## src/rtl/clock_pkg.sv

```systemverilog
// ---------------------------------------------------------------------------
// clock_pkg
// Shared constants, FSM state type and month-length lookup for the Unix
// seconds to LED display formatter.
// ---------------------------------------------------------------------------
package clock_pkg;

  localparam int unsigned SEC_PER_DAY  = 86400;
  localparam int unsigned SEC_PER_HOUR = 3600;
  localparam int unsigned SEC_PER_MIN  = 60;
  localparam int unsigned EPOCH_YEAR   = 1970;
  // First day number that falls in 2100; the year%4 leap rule breaks there.
  localparam int unsigned MAX_DAYS     = 47482;

  localparam logic [3:0] BLANK_CODE = 4'hF;
  localparam logic [3:0] ERR_CODE   = 4'hE;

  // Separator dots on led5 and led3: HH.MM.SS / YYYY.MM.DD
  localparam logic [7:0] POINT_MASK = 8'b0001_0100;

  typedef enum logic [2:0] {
    IDLE,
    DIVDAY,
    HMS,
    YEAR,
    MONTH,
    BCD,
    DONE
  } state_t;

  // Days in a month (1..12); February follows the supplied leap flag.
  function automatic logic [4:0] month_len(input logic [3:0] month, input logic leap);
    case (month)
      4'd2:                     return leap ? 5'd29 : 5'd28;
      4'd4, 4'd6, 4'd9, 4'd11:  return 5'd30;
      default:                  return 5'd31;
    endcase
  endfunction

endpackage

```

## src/rtl/seq_div64.sv

```systemverilog
// ---------------------------------------------------------------------------
// seq_div64
// Restoring divider: 64-bit dividend by a narrow divisor, one quotient bit
// per cycle (64 cycles). done pulses for one cycle once quotient/remainder
// are final; they hold until the next start.
//   clk, reset   : clock, synchronous active-high reset
//   start        : one-cycle pulse, samples dividend
//   dividend     : 64-bit numerator
//   divisor      : DIVISOR_W-bit denominator (held constant by the user)
//   done         : one-cycle completion pulse
//   quotient     : 64-bit result
//   remainder    : DIVISOR_W-bit result (always < divisor)
// ---------------------------------------------------------------------------
module seq_div64 #(
  parameter int DIVISOR_W = 17
) (
  input  logic                 clk,
  input  logic                 reset,
  input  logic                 start,
  input  logic [63:0]          dividend,
  input  logic [DIVISOR_W-1:0] divisor,
  output logic                 done,
  output logic [63:0]          quotient,
  output logic [DIVISOR_W-1:0] remainder
);

  logic [63:0]          quo;
  logic [DIVISOR_W-1:0] rem;
  logic [5:0]           cnt;
  logic                 running;

  logic [DIVISOR_W:0]   shifted;
  logic [DIVISOR_W-1:0] diff;
  logic                 take;

  // NOTE: every signal assigned in always_comb gets a value on every path
  // (here unconditionally); a path that skips one would infer a latch.
  always_comb begin
    shifted = {rem, quo[63]};
    take    = shifted >= {1'b0, divisor};
    // Only used when take is set, so the result is < divisor and fits.
    diff    = shifted[DIVISOR_W-1:0] - divisor;
  end

  // NOTE: state is updated with non-blocking assignments so every register
  // samples the pre-edge values; reset is synchronous, checked inside the
  // clocked block rather than in the sensitivity list.
  always_ff @(posedge clk) begin
    if (reset) begin
      quo     <= '0;
      rem     <= '0;
      cnt     <= '0;
      running <= 1'b0;
      done    <= 1'b0;
    end else begin
      done <= 1'b0;
      if (start) begin
        quo     <= dividend;
        rem     <= '0;
        cnt     <= '0;
        running <= 1'b1;
      end else if (running) begin
        // Dividend bits shift out of quo's MSB while quotient bits enter LSB.
        quo <= {quo[62:0], take};
        rem <= take ? diff : shifted[DIVISOR_W-1:0];
        cnt <= cnt + 6'd1;
        if (cnt == 6'd63) begin
          running <= 1'b0;
          done    <= 1'b1;
        end
      end
    end
  end

  assign quotient  = quo;
  assign remainder = rem;

endmodule

```

## src/rtl/unix_display_formatter.sv

```systemverilog
// ---------------------------------------------------------------------------
// unix_display_formatter
// Converts a 64-bit Unix seconds count into packed BCD for an 8-digit LED
// scanner: HH MM SS in time mode, YYYY MM DD in date mode. Conversion is a
// multi-cycle FSM; display_bcd only updates when a conversion completes.
//   clk, reset    : clock, synchronous active-high reset
//   counter       : Unix seconds since 1970-01-01 00:00:00
//   display_year  : 1 = date mode, 0 = time mode
//   display_bcd   : {led8..led1 nibbles, point[7:0]}, led8 leftmost
//   valid         : set by the first completed conversion after reset
//   busy          : high while a conversion is in progress
// ---------------------------------------------------------------------------
module unix_display_formatter #(
  parameter int unsigned TZ_OFFSET_SEC = 0,
  parameter logic [3:0]  BLANK_CODE    = clock_pkg::BLANK_CODE,
  parameter logic [3:0]  ERR_CODE      = clock_pkg::ERR_CODE
) (
  input  logic        clk,
  input  logic        reset,
  input  logic [63:0] counter,
  input  logic        display_year,
  output logic [39:0] display_bcd,
  output logic        valid,
  output logic        busy
);

  import clock_pkg::*;

  state_t      state;
  logic [63:0] cap_sec;
  logic        cap_mode;
  logic        first_pend;

  logic        div_start;
  logic        div_done;
  logic [63:0] div_quo;
  logic [16:0] div_rem;

  logic [63:0] days;
  logic [16:0] sod;
  logic [4:0]  hour;
  logic [5:0]  min_q;
  logic [5:0]  sec_q;
  logic [11:0] year;
  logic [3:0]  month;
  logic        leap;
  logic        century;   // 1 = 20xx, 0 = 19xx
  logic        err;

  // BCD fields: 0 hour, 1 min, 2 sec, 3 month, 4 day, 5 two-digit year
  logic [6:0]  bin_val  [6];
  logic [3:0]  bin_tens [6];

  logic [63:0] sec_now;
  logic        start_cond;
  logic [63:0] year_days;
  logic [63:0] month_days;
  logic        any_ge10;

  // Offset add wraps modulo 2^64 by construction.
  assign sec_now    = counter + 64'(TZ_OFFSET_SEC);
  assign start_cond = first_pend || (sec_now != cap_sec) || (display_year != cap_mode);
  assign year_days  = (year[1:0] == 2'b00) ? 64'd366 : 64'd365;
  assign month_days = 64'(month_len(month, leap));

  always_comb begin
    any_ge10 = 1'b0;
    for (int i = 0; i < 6; i++) begin
      if (bin_val[i] >= 7'd10) any_ge10 = 1'b1;
    end
  end

  seq_div64 #(.DIVISOR_W(17)) u_div (
    .clk       (clk),
    .reset     (reset),
    .start     (div_start),
    .dividend  (cap_sec),
    .divisor   (17'(SEC_PER_DAY)),
    .done      (div_done),
    .quotient  (div_quo),
    .remainder (div_rem)
  );

  always_ff @(posedge clk) begin
    if (reset) begin
      state       <= IDLE;
      display_bcd <= {{8{BLANK_CODE}}, 8'h00};
      valid       <= 1'b0;
      busy        <= 1'b0;
      cap_sec     <= '0;
      cap_mode    <= 1'b0;
      first_pend  <= 1'b1;
      div_start   <= 1'b0;
      days        <= '0;
      sod         <= '0;
      hour        <= '0;
      min_q       <= '0;
      sec_q       <= '0;
      year        <= '0;
      month       <= '0;
      leap        <= 1'b0;
      century     <= 1'b0;
      err         <= 1'b0;
      for (int i = 0; i < 6; i++) begin
        bin_val[i]  <= '0;
        bin_tens[i] <= '0;
      end
    end else begin
      div_start <= 1'b0;
      case (state)
        IDLE: begin
          if (start_cond) begin
            cap_sec    <= sec_now;
            cap_mode   <= display_year;
            first_pend <= 1'b0;
            div_start  <= 1'b1;
            busy       <= 1'b1;
            state      <= DIVDAY;
          end
        end

        DIVDAY: begin
          if (div_done) begin
            days  <= div_quo;
            sod   <= div_rem;
            hour  <= '0;
            min_q <= '0;
            state <= (div_quo >= 64'(MAX_DAYS)) ? DONE : HMS;
            err   <= (div_quo >= 64'(MAX_DAYS));
          end
        end

        // Hours drain first; once sod < 3600 only the minute branch can fire.
        HMS: begin
          if (sod >= 17'(SEC_PER_HOUR)) begin
            sod  <= sod - 17'(SEC_PER_HOUR);
            hour <= hour + 5'd1;
          end else if (sod >= 17'(SEC_PER_MIN)) begin
            sod   <= sod - 17'(SEC_PER_MIN);
            min_q <= min_q + 6'd1;
          end else begin
            sec_q <= sod[5:0];
            year  <= 12'(EPOCH_YEAR);
            state <= YEAR;
          end
        end

        YEAR: begin
          if (days >= year_days) begin
            days <= days - year_days;
            year <= year + 12'd1;
          end else begin
            leap  <= (year[1:0] == 2'b00);
            month <= 4'd1;
            state <= MONTH;
          end
        end

        // Leftover days (< month length) become the 1-based day of month.
        MONTH: begin
          if (days >= month_days) begin
            days  <= days - month_days;
            month <= month + 4'd1;
          end else begin
            century    <= (year >= 12'd2000);
            bin_val[0] <= 7'(hour);
            bin_val[1] <= 7'(min_q);
            bin_val[2] <= 7'(sec_q);
            bin_val[3] <= 7'(month);
            bin_val[4] <= 7'(days[4:0]) + 7'd1;
            bin_val[5] <= (year >= 12'd2000) ? 7'(year - 12'd2000) : 7'(year - 12'd1900);
            for (int i = 0; i < 6; i++) bin_tens[i] <= '0;
            state <= BCD;
          end
        end

        // All fields strip a ten in parallel; at most 9 passes for 0..99.
        BCD: begin
          if (any_ge10) begin
            for (int i = 0; i < 6; i++) begin
              if (bin_val[i] >= 7'd10) begin
                bin_val[i]  <= bin_val[i] - 7'd10;
                bin_tens[i] <= bin_tens[i] + 4'd1;
              end
            end
          end else begin
            state <= DONE;
          end
        end

        DONE: begin
          if (err) begin
            display_bcd <= {{8{ERR_CODE}}, 8'h00};
          end else if (cap_mode) begin
            display_bcd <= {century ? 4'd2 : 4'd1, century ? 4'd0 : 4'd9,
                            bin_tens[5], 4'(bin_val[5]),
                            bin_tens[3], 4'(bin_val[3]),
                            bin_tens[4], 4'(bin_val[4]),
                            POINT_MASK};
          end else begin
            display_bcd <= {BLANK_CODE, BLANK_CODE,
                            bin_tens[0], 4'(bin_val[0]),
                            bin_tens[1], 4'(bin_val[1]),
                            bin_tens[2], 4'(bin_val[2]),
                            POINT_MASK};
          end
          valid <= 1'b1;
          busy  <= 1'b0;
          err   <= 1'b0;
          state <= IDLE;
        end

        default: state <= IDLE;
      endcase
    end
  end

endmodule
```

## config.mk

```make
export PLATFORM = sky130hd
export DESIGN_NAME = unix_display_formatter
export DESIGN_NICKNAME = d
export VERILOG_FILES = /design/src/rtl/clock_pkg.sv /design/src/rtl/seq_div64.sv /design/src/rtl/unix_display_formatter.sv
export SDC_FILE = /design/constraint.sdc
export NUM_CORES = 1
export LEC_CHECK = 0
export BUFFER_PORTS_ARGS = -buffer_cell sky130_fd_sc_hd__buf_2
export CAP_MARGIN = 15
export CORE_MARGIN = 1
export CORE_UTILIZATION = 50
export CTS_CLUSTER_SIZE = 14
export DETAILED_ROUTE_END_ITERATION = 10
export HOLD_SLACK_MARGIN = 0.12
export PLACE_DENSITY = 0.66
export SETUP_SLACK_MARGIN = 0.15
export SKIP_CTS_REPAIR_TIMING = 1
export SYNTH_ARGS = -nofsm -noshare
export SYNTH_HDL_FRONTEND = slang
export SYNTH_SLANG_ARGS = --single-unit
```

## constraint.sdc

```tcl
create_clock -name clk -period 3.5 [get_ports clk]
set_clock_uncertainty 0.15 [all_clocks]
set_input_delay 0.35 -clock clk [delete_from_list [all_inputs] [get_ports clk]]
set_output_delay 0.35 -clock clk [all_outputs]
set_load 0.005 [all_outputs]
```

### Word level (Yosys, flattened, before mapping)

Memories as Yosys holds them, arrays and structs flattened.
Index checks and enable logic that the tools add are counted.

* register bits: 318
* RAM bits: 66
* input bits: 67
* logic and storage cells: 263
* memories kept: 2

* $add $sub $neg: 25
* $lt $le $gt $ge: 13
* equal/unequal tests: 26
* multiplexer cells: 116
* bitwise logic cells: 30
* reductions and logical operators: 28

Memory list
* bin_val: words 6, bits a word 7, rd ports 6, clocked after Yosys merged registers in 0, write ports 6, line unix_display_formatter.sv:51 `logic [6:0] bin_val [6];`
* bin_tens: words 6, bits a word 4, rd ports 6, clocked after Yosys merged registers in 0, write ports 6, line unix_display_formatter.sv:52 `logic [3:0] bin_tens [6];`

Operator list (number)
* $mux W64: 5
* $pmux W64 S3: 1
* $mux W7: 13
* $mux W40: 2
* $mux W17: 4
* $ge A64 B16 Y1 const B: 1
* $ge A64 B5 Y1: 1
* $ge A64 B9 Y1: 1
* $ne A64 B64 Y1: 1
* $sub A64 B5 Y64: 1
* $sub A64 B9 Y64: 1
* $mux W4: 15
* $mux W1: 49
* $ge A7 B4 Y1 const B: 6
* $sub A7 B4 Y7 const B: 6
* $mux W12: 3
* $pmux W17 S2: 1
* $add A4 B1 Y4 const B: 7
* $mux W3: 8
* $or A1 B1 Y1: 24
* $pmux W12 S2: 1
* $ne A2 B2 Y1 const B: 10
* $ge A18 B17 Y1 const B: 1
* $mux W6: 3
* other kinds (42): 73

### Logic depth before layout (Yosys ltp)

Gate-level depths: netlist of the first run.
An unclocked memory read counts as a cell.

* depth in word-level cells: 13
* depth in mapped cells: 16

### Modules after synthesis

Synthesis of the first run repeated with hierarchy kept, for this count alone.

* cells, all modules: 2585
* area, all modules: 21434.3 um^2

By module, submodules not included
* unix_display_formatter: times used 1, cells an instance 1958, area each 16480.8 um^2
* seq_div64: times used 1, cells an instance 627, area each 4953.5 um^2

### Least setup slack after synthesis of the first run

OpenSTA, ideal clock, no wires.

* kind: reg2reg
* from: reg year[0]
* to: reg state[0]
* library setup time: 0.121 ns
* arrival: 3.389 ns
* required time: 3.229 ns
* slack: -0.160 ns
* stages on the path, launching flop included: 14
* clock period less this slack: 3.660 ns
* cells stage by stage: dfxtp_1 -> inv_1 -> ha_1 -> inv_1 -> ha_1 -> inv_1 -> fa_1 -> a311oi_1 -> o31ai_1 -> or4_2 -> o221a_2 -> a21oi_2 -> nand3_2 -> mux2_4

* longest elaborated chain between the ends: 5

Ends and longest elaborated chain
* start, declared: line unix_display_formatter.sv:44 `logic [11:0] year;`
* start signal, assigned: line unix_display_formatter.sv:143 `year <= 12'(EPOCH_YEAR);`
* start signal, assigned: line unix_display_formatter.sv:151 `year <= year + 12'd1;`
* $logic_not A2 Y1: line unix_display_formatter.sv:63 `assign year_days = (year[1:0] == 2'b00) ? 64'd366 : 64'd365;`
* $mux W2: line unix_display_formatter.sv:63
* via year_days[1]: line unix_display_formatter.sv:56 `logic [63:0] year_days;`
* $ge A64 B9 Y1: line unix_display_formatter.sv:149 `if (days >= year_days) begin`
* $ne A2 B2 Y1 (no line)
* $reduce_and A7 Y1 (no line)
* end signal, assigned: line unix_display_formatter.sv:128 `state <= (div_quo >= 64'(MAX_DAYS)) ? DONE : HMS;`
* end, declared: line unix_display_formatter.sv:29 `state_t state;`

The timed path passes the listed nets, and every way through them passes these cells.
A chain may end at the register's enable or synchronous reset.

### Worst setup path in the final report of the first run

* from: reg month[1]
* to: reg days[19]

* longest elaborated chain between the ends: 6
* elaborated cells on any way between the ends: 13
* classes of those cells: add/sub: 1; order compare: 1; eq/ne: 6; mux: 3; reduce/logical: 2

Ends and longest elaborated chain
* start, declared: line unix_display_formatter.sv:45 `logic [3:0] month;`
* start signal, assigned: line unix_display_formatter.sv:163 `month <= month + 4'd1;`
* $eq A4 B3 Y1 or $eq A4 B4 Y1 (tied branches): line clock_pkg.sv:33 `case (month)`
* $reduce_or A4 Y1: line clock_pkg.sv:33
* $pmux W2 S2 (*): line clock_pkg.sv:33
* $sub A64 B5 Y64 or $ge A64 B5 Y1 (tied branches): line unix_display_formatter.sv:162, unix_display_formatter.sv:161
* $mux W64 or $ne A2 B2 Y1 (tied branches)
* $pmux W64 S3 or $reduce_and A4 Y1 (tied branches)
* end signal, assigned: line unix_display_formatter.sv:124 `days <= div_quo;`
* end signal, assigned: line unix_display_formatter.sv:150 `days <= days - year_days;`
* end signal, assigned: line unix_display_formatter.sv:162 `days <= days - month_days;`
* end, declared: line unix_display_formatter.sv:39 `logic [63:0] days;`

Every way passes the cells marked *; elsewhere a longest branch is shown, timed or not. The select of a mux whose other input is x is not followed.

==> results of run 1 <==
==> layout make-up <==
cell class | count | area (µm²) | share of cell area, %
Multi-Input combinational cell | 1802 | 11700 | 47.1
Sequential cell | 373 | 8150 | 32.7
Timing Repair Buffer | 328 | 2640 | 10.6
Clock buffer | 64 | 1330 | 5.34
Tap cell | 525 | 657 | 2.64
Inverter | 81 | 312 | 1.25
Clock inverter | 14 | 97.6 | 0.392
==> layout by cell type, fill, tap and decap left out, drive strengths merged, types with 10 or more instances in the layout <==
| cell | Yosys | routed |
|---|---|---|
| or3 | 19 | 19 |
| or2 | 13 | 13 |
| a22o | 10 | 10 |
| clkbuf | 113 | 70 |
| dlygate4sd3 | 0 | 65 |
| o31ai | 27 | 27 |
| nor4b | 12 | 12 |
| xnor2 | 62 | 62 |
| a32o | 21 | 21 |
| nand2b | 14 | 14 |
| o21ai | 109 | 109 |
| xor2 | 58 | 58 |
| a211oi | 38 | 38 |
| nor3 | 71 | 71 |
| ha | 38 | 38 |
| nand2 | 177 | 177 |
| nor4 | 56 | 56 |
| or4 | 17 | 17 |
| a31oi | 21 | 21 |
| a21oi | 211 | 211 |
| nor2 | 351 | 351 |
| nand4 | 35 | 35 |
| o32ai | 13 | 13 |
| nand3 | 49 | 49 |
| mux2i | 157 | 157 |
| and2 | 12 | 12 |
| nor2b | 31 | 31 |
| and3 | 23 | 23 |
| o22ai | 22 | 22 |
| a22oi | 13 | 13 |
| dfxtp | 307 | 307 |
| edfxtp | 66 | 66 |
| buf | 39 | 257 |
| inv | 80 | 82 |
==> cell families after synthesis <==
| kind of cell | synth area share (%) |
|---|---|
| other cells | 0.0185 |
| fa+ha+maj | 2.54 |
| buf+inv | 4.89 |
| xor+xnor | 5.18 |
| flops | 40.0 |
| simple gates | 21.3 |
| compound gates | 18.2 |
| mux | 7.87 |
==> state kept, by name (all words and copies together) (netlist names), 3 cells and up <==
signal / count
bin_val: 42
year: 12
month: 4
bin_tens: 24
u_div.remainder: 17
display_bcd: 29
state: 3
u_div.cnt: 6
cap_sec: 64
min_q: 6
days: 64
sec_q: 6
hour: 5
sod: 17
u_div.quotient: 64
==> critical path, cell delays in order (launching register included) <==
cell and delay, ns:
dfxtp_4 0.39, buf_6 0.11, ha_4 0.12, nor2_1 0.04, o21ai_1 0.15, o21ai_1 0.12
ha_2 0.22, fa_2 0.39, o21ai_2 0.15, or4_4 0.15, buf_6 0.10, a21oi_4 0.05
buf_4 0.13, clkbuf_4 0.16, or4_1 0.59, a21oi_1 0.22, o32ai_1 0.10
==> per-layer routing <==
metal	vias to the layer above	track usage, %
met1	9418	43.3
li1	9158	-
met3	156	5.00
met4	0	12.4
met5	-	0
met2	844	50.3
==> power groups by stage <==
stage	combinational [mW]	sequential [mW]	clock [mW]
6_report	10.1	6.32	4.54
2_1_floorplan	6.03	5.83	0
4_1_cts	8.84	6.28	4.61
5_1_grt	10.7	6.41	4.76
3_5_place_dp	8.77	6.37	0
3_3_place_gp	8.74	6.33	0
==> how the worst min path moves through the flow <==
stage | slack [ns] | startpoint | endpoint
after floorplan | 0.27 | first_pend | first_pend
after global placement | 0.30 | display_bcd[20] | display_bcd[20]
after detailed placement | 0.30 | display_bcd[12] | display_bcd[12]
after CTS | -0.15 | counter[53] | cap_sec[53]
after global routing | 0.21 | reset | century
final | 0.20 | reset | century
==> stage by stage <==
step / util [%] / setup slack (ns) / hold slack (ns)
floorplan: - / 0.105 / 0.272
global placement: 55.2 / -0.0194 / 0.296
detailed placement: 55.2 / -0.166 / 0.303
CTS: 58.7 / -0.199 / -0.155
global route: 62.4 / -0.112 / 0.213
finish: 62.4 / -0.0156 / 0.200
==> impl_metrics.csv, run 1 <==
group,metric,value,unit
global_routing,grt_max_degree,164,
die,dieArea,41400,µm²
sta,tightest_slew,1.41,ns
logic_synthesis,synth_edf_count,66,
setup_path,rr_endpoint,"days[19]",
die,fp.dieW,203,µm
drt,met3_length,5.22,mm
final_layout,stdcell_area,24900,µm²
clocking,clock_path_buffers,3,
logic_synthesis,synth-async-reset-ratio,0,%
setup_path,critPathMaxFanout,5,
logic_synthesis,synth_top_area_share,30.3,%
logic_synthesis,synthCells,2403,
setup_path,rrSetupSlack,-0.02,ns
hold_path,min_path_cells,2,
final_layout,num_antenna_cells,0,
clocking,clock_latency,0.59,ns
placement,finalWeightedCongestion,0.986,
global_routing,grt_antenna_before_repair,0,
logic_synthesis,post-synth-top-count-cell,"nor2_1",
setup_path,reg2reg_depth,16,
job,max_cap_viol_count,0,
global_routing,grt_pass1_vias,17800,
clocking,cts_htree_levels,2,
power,p_comb_share,48.1,%
logic_synthesis,synthFlopType,"dfxtp_1",
logic_synthesis,ys_types,97,
clocking,root_buffer,"clkbuf_16",
power,p_total,20.9,mW
setup_path,cp-endpoint,"days[19]",
global_routing,grt_pass1_wl,103,mm
clocking,cts_buffers,43,
sta,fmax,284,MHz
die,fp.dieH,203,µm
final_layout,drive_gt1_share,17.3,%
power,seq_power_share,30.2,%
logic_synthesis,syn_area,20300,µm²
placement,dpl.cell_count,3018,
power,peakVddDrop,0.000518,V
final_layout,layout.nets,2736,
setup_path,cp-startpoint,"month[1]",
sta,hold_violations,0,
drt,met1_length,29.7,mm
clocking,clk_pin_slew,0.07,ns
power,netSwitchingPower,9.03,mW
power,p_int,11.9,mW
logic_synthesis,synth_commonest_cells,"350 x nor2_1, 307 x dfxtp_1, 210 x a21oi_1",
sta,setup_viol,2,
final_layout,final_cells,3187,
setup_path,r2r-start,"month[1]",
sta,postLayoutSetupSlackWorst,-0.0156,ns
setup_path,worst_setup_path_start_kind,"flop",
placement,place_area,22000,µm²
clocking,cts_tree,"built",
hold_path,holdCritPathClass,"in -> reg",
die,ioPinCount,109,
final_layout,areaGrowthSynthToFinish,22.8,%
logic_synthesis,synth.area.top_cells,"dfxtp_1 30%, edfxtp_1 9.8%, mux2i_1 7.7%",
final_layout,fill_cells,3376,
die,coreArea,39900,µm²
drt,drtPass1Iterations,8,
sta,fin_tns_setup,-0.0196,ns
sta,min_period,3.52,ns
power,p_per_area,840,nW/µm²
drt,via_per_inst,6.14,
drt,top_layer,"met4",
drt,drtAntennaViolNets,0,
sta,period_share,100,%
status,violations,"setup timing",
logic_synthesis,synth.largest_area_cell,"dfxtp_1",
placement,io_buffer_count,102,
logic_synthesis,ys_seq_area_share,40.0,%
setup_path,worstPathArrival,3.80,ns
drt,met2_wirelength,31.4,mm
power,p_clk_share,21.7,%
drt,drcViolationCount,0,
status,status,"complete, but fails checks",
logic_synthesis,avgSynthCellArea,8.45,µm²
clocking,cts_sinks,373,
die,num_rows,73,
power,swShare,43.2,%
logic_synthesis,synth_warnings,0,
global_routing,grt_overflow,0,
drt,drtIter0Drc,2014,
sta,rsz0062_at_grt,"true",
drt,route.vias.total,19600,
setup_path,crit_required,3.79,ns
setup_path,crit_type,"reg -> reg",
placement,place.detailed.hpwl,48.5,mm
die,start_util,50.9,%
sta,slew_violations,0,
sta,maxSlewHeadroom,5.96,%
drt,wl_per_cell,21.6,µm
setup_path,crit_path_end_kind,"flop",
drt,postRouteWirelength,68.8,mm
power,p_leak,9.76,nW
global_routing,grt_use_total,31.8,%
logic_synthesis,synth_seq_cells,373,
Note: power is estimated with default switching activity, not from simulation.
==> run 2, diff against run 1 <==
- PLACE_DENSITY: 0.66 -> 0.63
- clock period: 3.5 -> 3.82 ns (I/O delays scaled with it)
==> run 2 against run 1 <==
Effect of this change: the run now ends clean; via count is 2.6% lower; critical path depth down 1; fmax shrank 1.9%; clock-buffer cell count unchanged; largest cell class unchanged.
==> impl_metrics.csv, run 2 (same netlist as run 1, synthesis figures left out) <==
group,metric,value,unit
die,fp.dieW,203,µm
drt,drtPass1Iterations,5,
setup_path,crit_path_end_kind,"flop",
final_layout,num_antenna_cells,0,
setup_path,critPathMaxFanout,7,
clocking,cts_sinks,373,
setup_path,crit_type,"reg -> reg",
power,p_leak,9.41,nW
final_layout,final_cell_mix,"349 x nor2_1, 302 x dfxtp_1, 209 x a21oi_1",
global_routing,grt_max_degree,74,
clocking,root_buffer,"clkbuf_16",
drt,via_per_inst,6.08,
power,p_total,18.4,mW
drt,drtAntennaViolNets,0,
final_layout,layout.nets,2685,
clocking,clock_latency,0.57,ns
sta,whs,0.182,ns
power,p_per_area,769,nW/µm²
drt,postRouteWirelength,68.1,mm
sta,setup_viol,0,
die,num_rows,73,
final_layout,areaGrowthSynthToFinish,18.0,%
placement,place.detailed.hpwl,49.5,mm
drt,wl_per_cell,21.7,µm
sta,fmax,279,MHz
sta,period_share,93.8,%
die,dieArea,41400,µm²
placement,dpl.cell_count,2981,
placement,pre_cts_slack,0.00874,ns
sta,maxSlewHeadroom,23.3,%
setup_path,worstPathArrival,3.89,ns
drt,drtIter0Drc,1954,
placement,place_area,21600,µm²
setup_path,worst_setup_path_start_kind,"flop",
clocking,cts_buffers,43,
die,coreArea,39900,µm²
job,max_cap_viol_count,0,
final_layout,stdcell_area,24000,µm²
status,status,"completed",
sta,postLayoutSetupSlackWorst,0.237,ns
drt,route.vias.total,19100,
clocking,clock_path_buffers,3,
sta,min_period,3.58,ns
drt,met1_length,30.5,mm
placement,finalWeightedCongestion,0.971,
global_routing,grt_overflow,0,
drt,top_layer,"met5",
final_layout,final_common_cell,"nor2_1",
sta,hold_violations,0,
sta,slew_violations,0,
sta,rsz0062_at_grt,"false",
final_layout,final_cells,3135,
drt,drcViolationCount,0,
die,start_util,50.9,%
die,ioPinCount,109,
clocking,cts_tree,"built",
global_routing,grt_pass1_vias,17500,
global_routing,grt_antenna_before_repair,1,
sta,tightest_slew,1.14,ns
power,peakVddDrop,0.000509,V
global_routing,grt_pass1_wl,104,mm
drt,met2_wirelength,30.5,mm
die,fp.dieH,203,µm
clocking,clk_pin_slew,0.06,ns
global_routing,grt_use_total,32.4,%
placement,io_buffer_count,102,
drt,met3_length,4.87,mm
hold_path,holdCritPathClass,"in -> reg",
final_layout,drive_gt1_share,13.3,%
setup_path,crit_required,4.13,ns
clocking,cts_htree_levels,2,
run 2: cell type report:
type	count	area (µm²)
clock buffer	64	1340
clock inverter	13	126
inverter	81	304
fill	3511	16000
multi-input combinational	1802	11300
sequential	373	8140
timing repair buffer	277	2090
tap	525	657
run 2: power breakdown:
part,leakage [nW],internal [mW],switching [mW]
logic,5.52,3.27,5.08
registers,3.19,4.77,1.03
clock network,0.709,2.56,1.72
total,9.41,10.6,7.82
run 2: path summary, 6_finish.rpt:
kind,endpoint,from,cells past startpoint,slack [ns]
hold / removal,u_div.quotient[4],reset,2,0.18
setup / recovery,days[62],month[0],15,0.24
setup reg to reg,days[62],month[0],15,0.24
hold reg to reg,display_bcd[28],display_bcd[28],2,0.31
run 2: worst max-delay path, cell delays in order (launching register included):
cell	delay, ns
dfxtp_4	0.36
inv_1	0.08
ha_1	0.17
inv_1	0.05
o21ai_0	0.17
o21ai_1	0.09
ha_2	0.19
fa_1	0.39
o21ai_0	0.29
or4_4	0.22
a21oi_2	0.05
buf_4	0.15
buf_4	0.15
or4_4	0.52
o21bai_1	0.18
a32o_1	0.27
run 2: per-layer routing:
layer / vias to the layer above / track usage [%]
met2: 766 / 50.6
met1: 9115 / 45.3
met5: - / 0
met4: 2 / 11.5
li1: 9044 / -
met3: 142 / 5.07
run 2: metrics by stage:
step	setup TNS, ns	util (%)
after floorplan	0	-
after global placement	0	54.2
after detailed placement	0	54.2
after CTS	-0.0243	57.9
after global routing	0	60.0
final	0	60.0
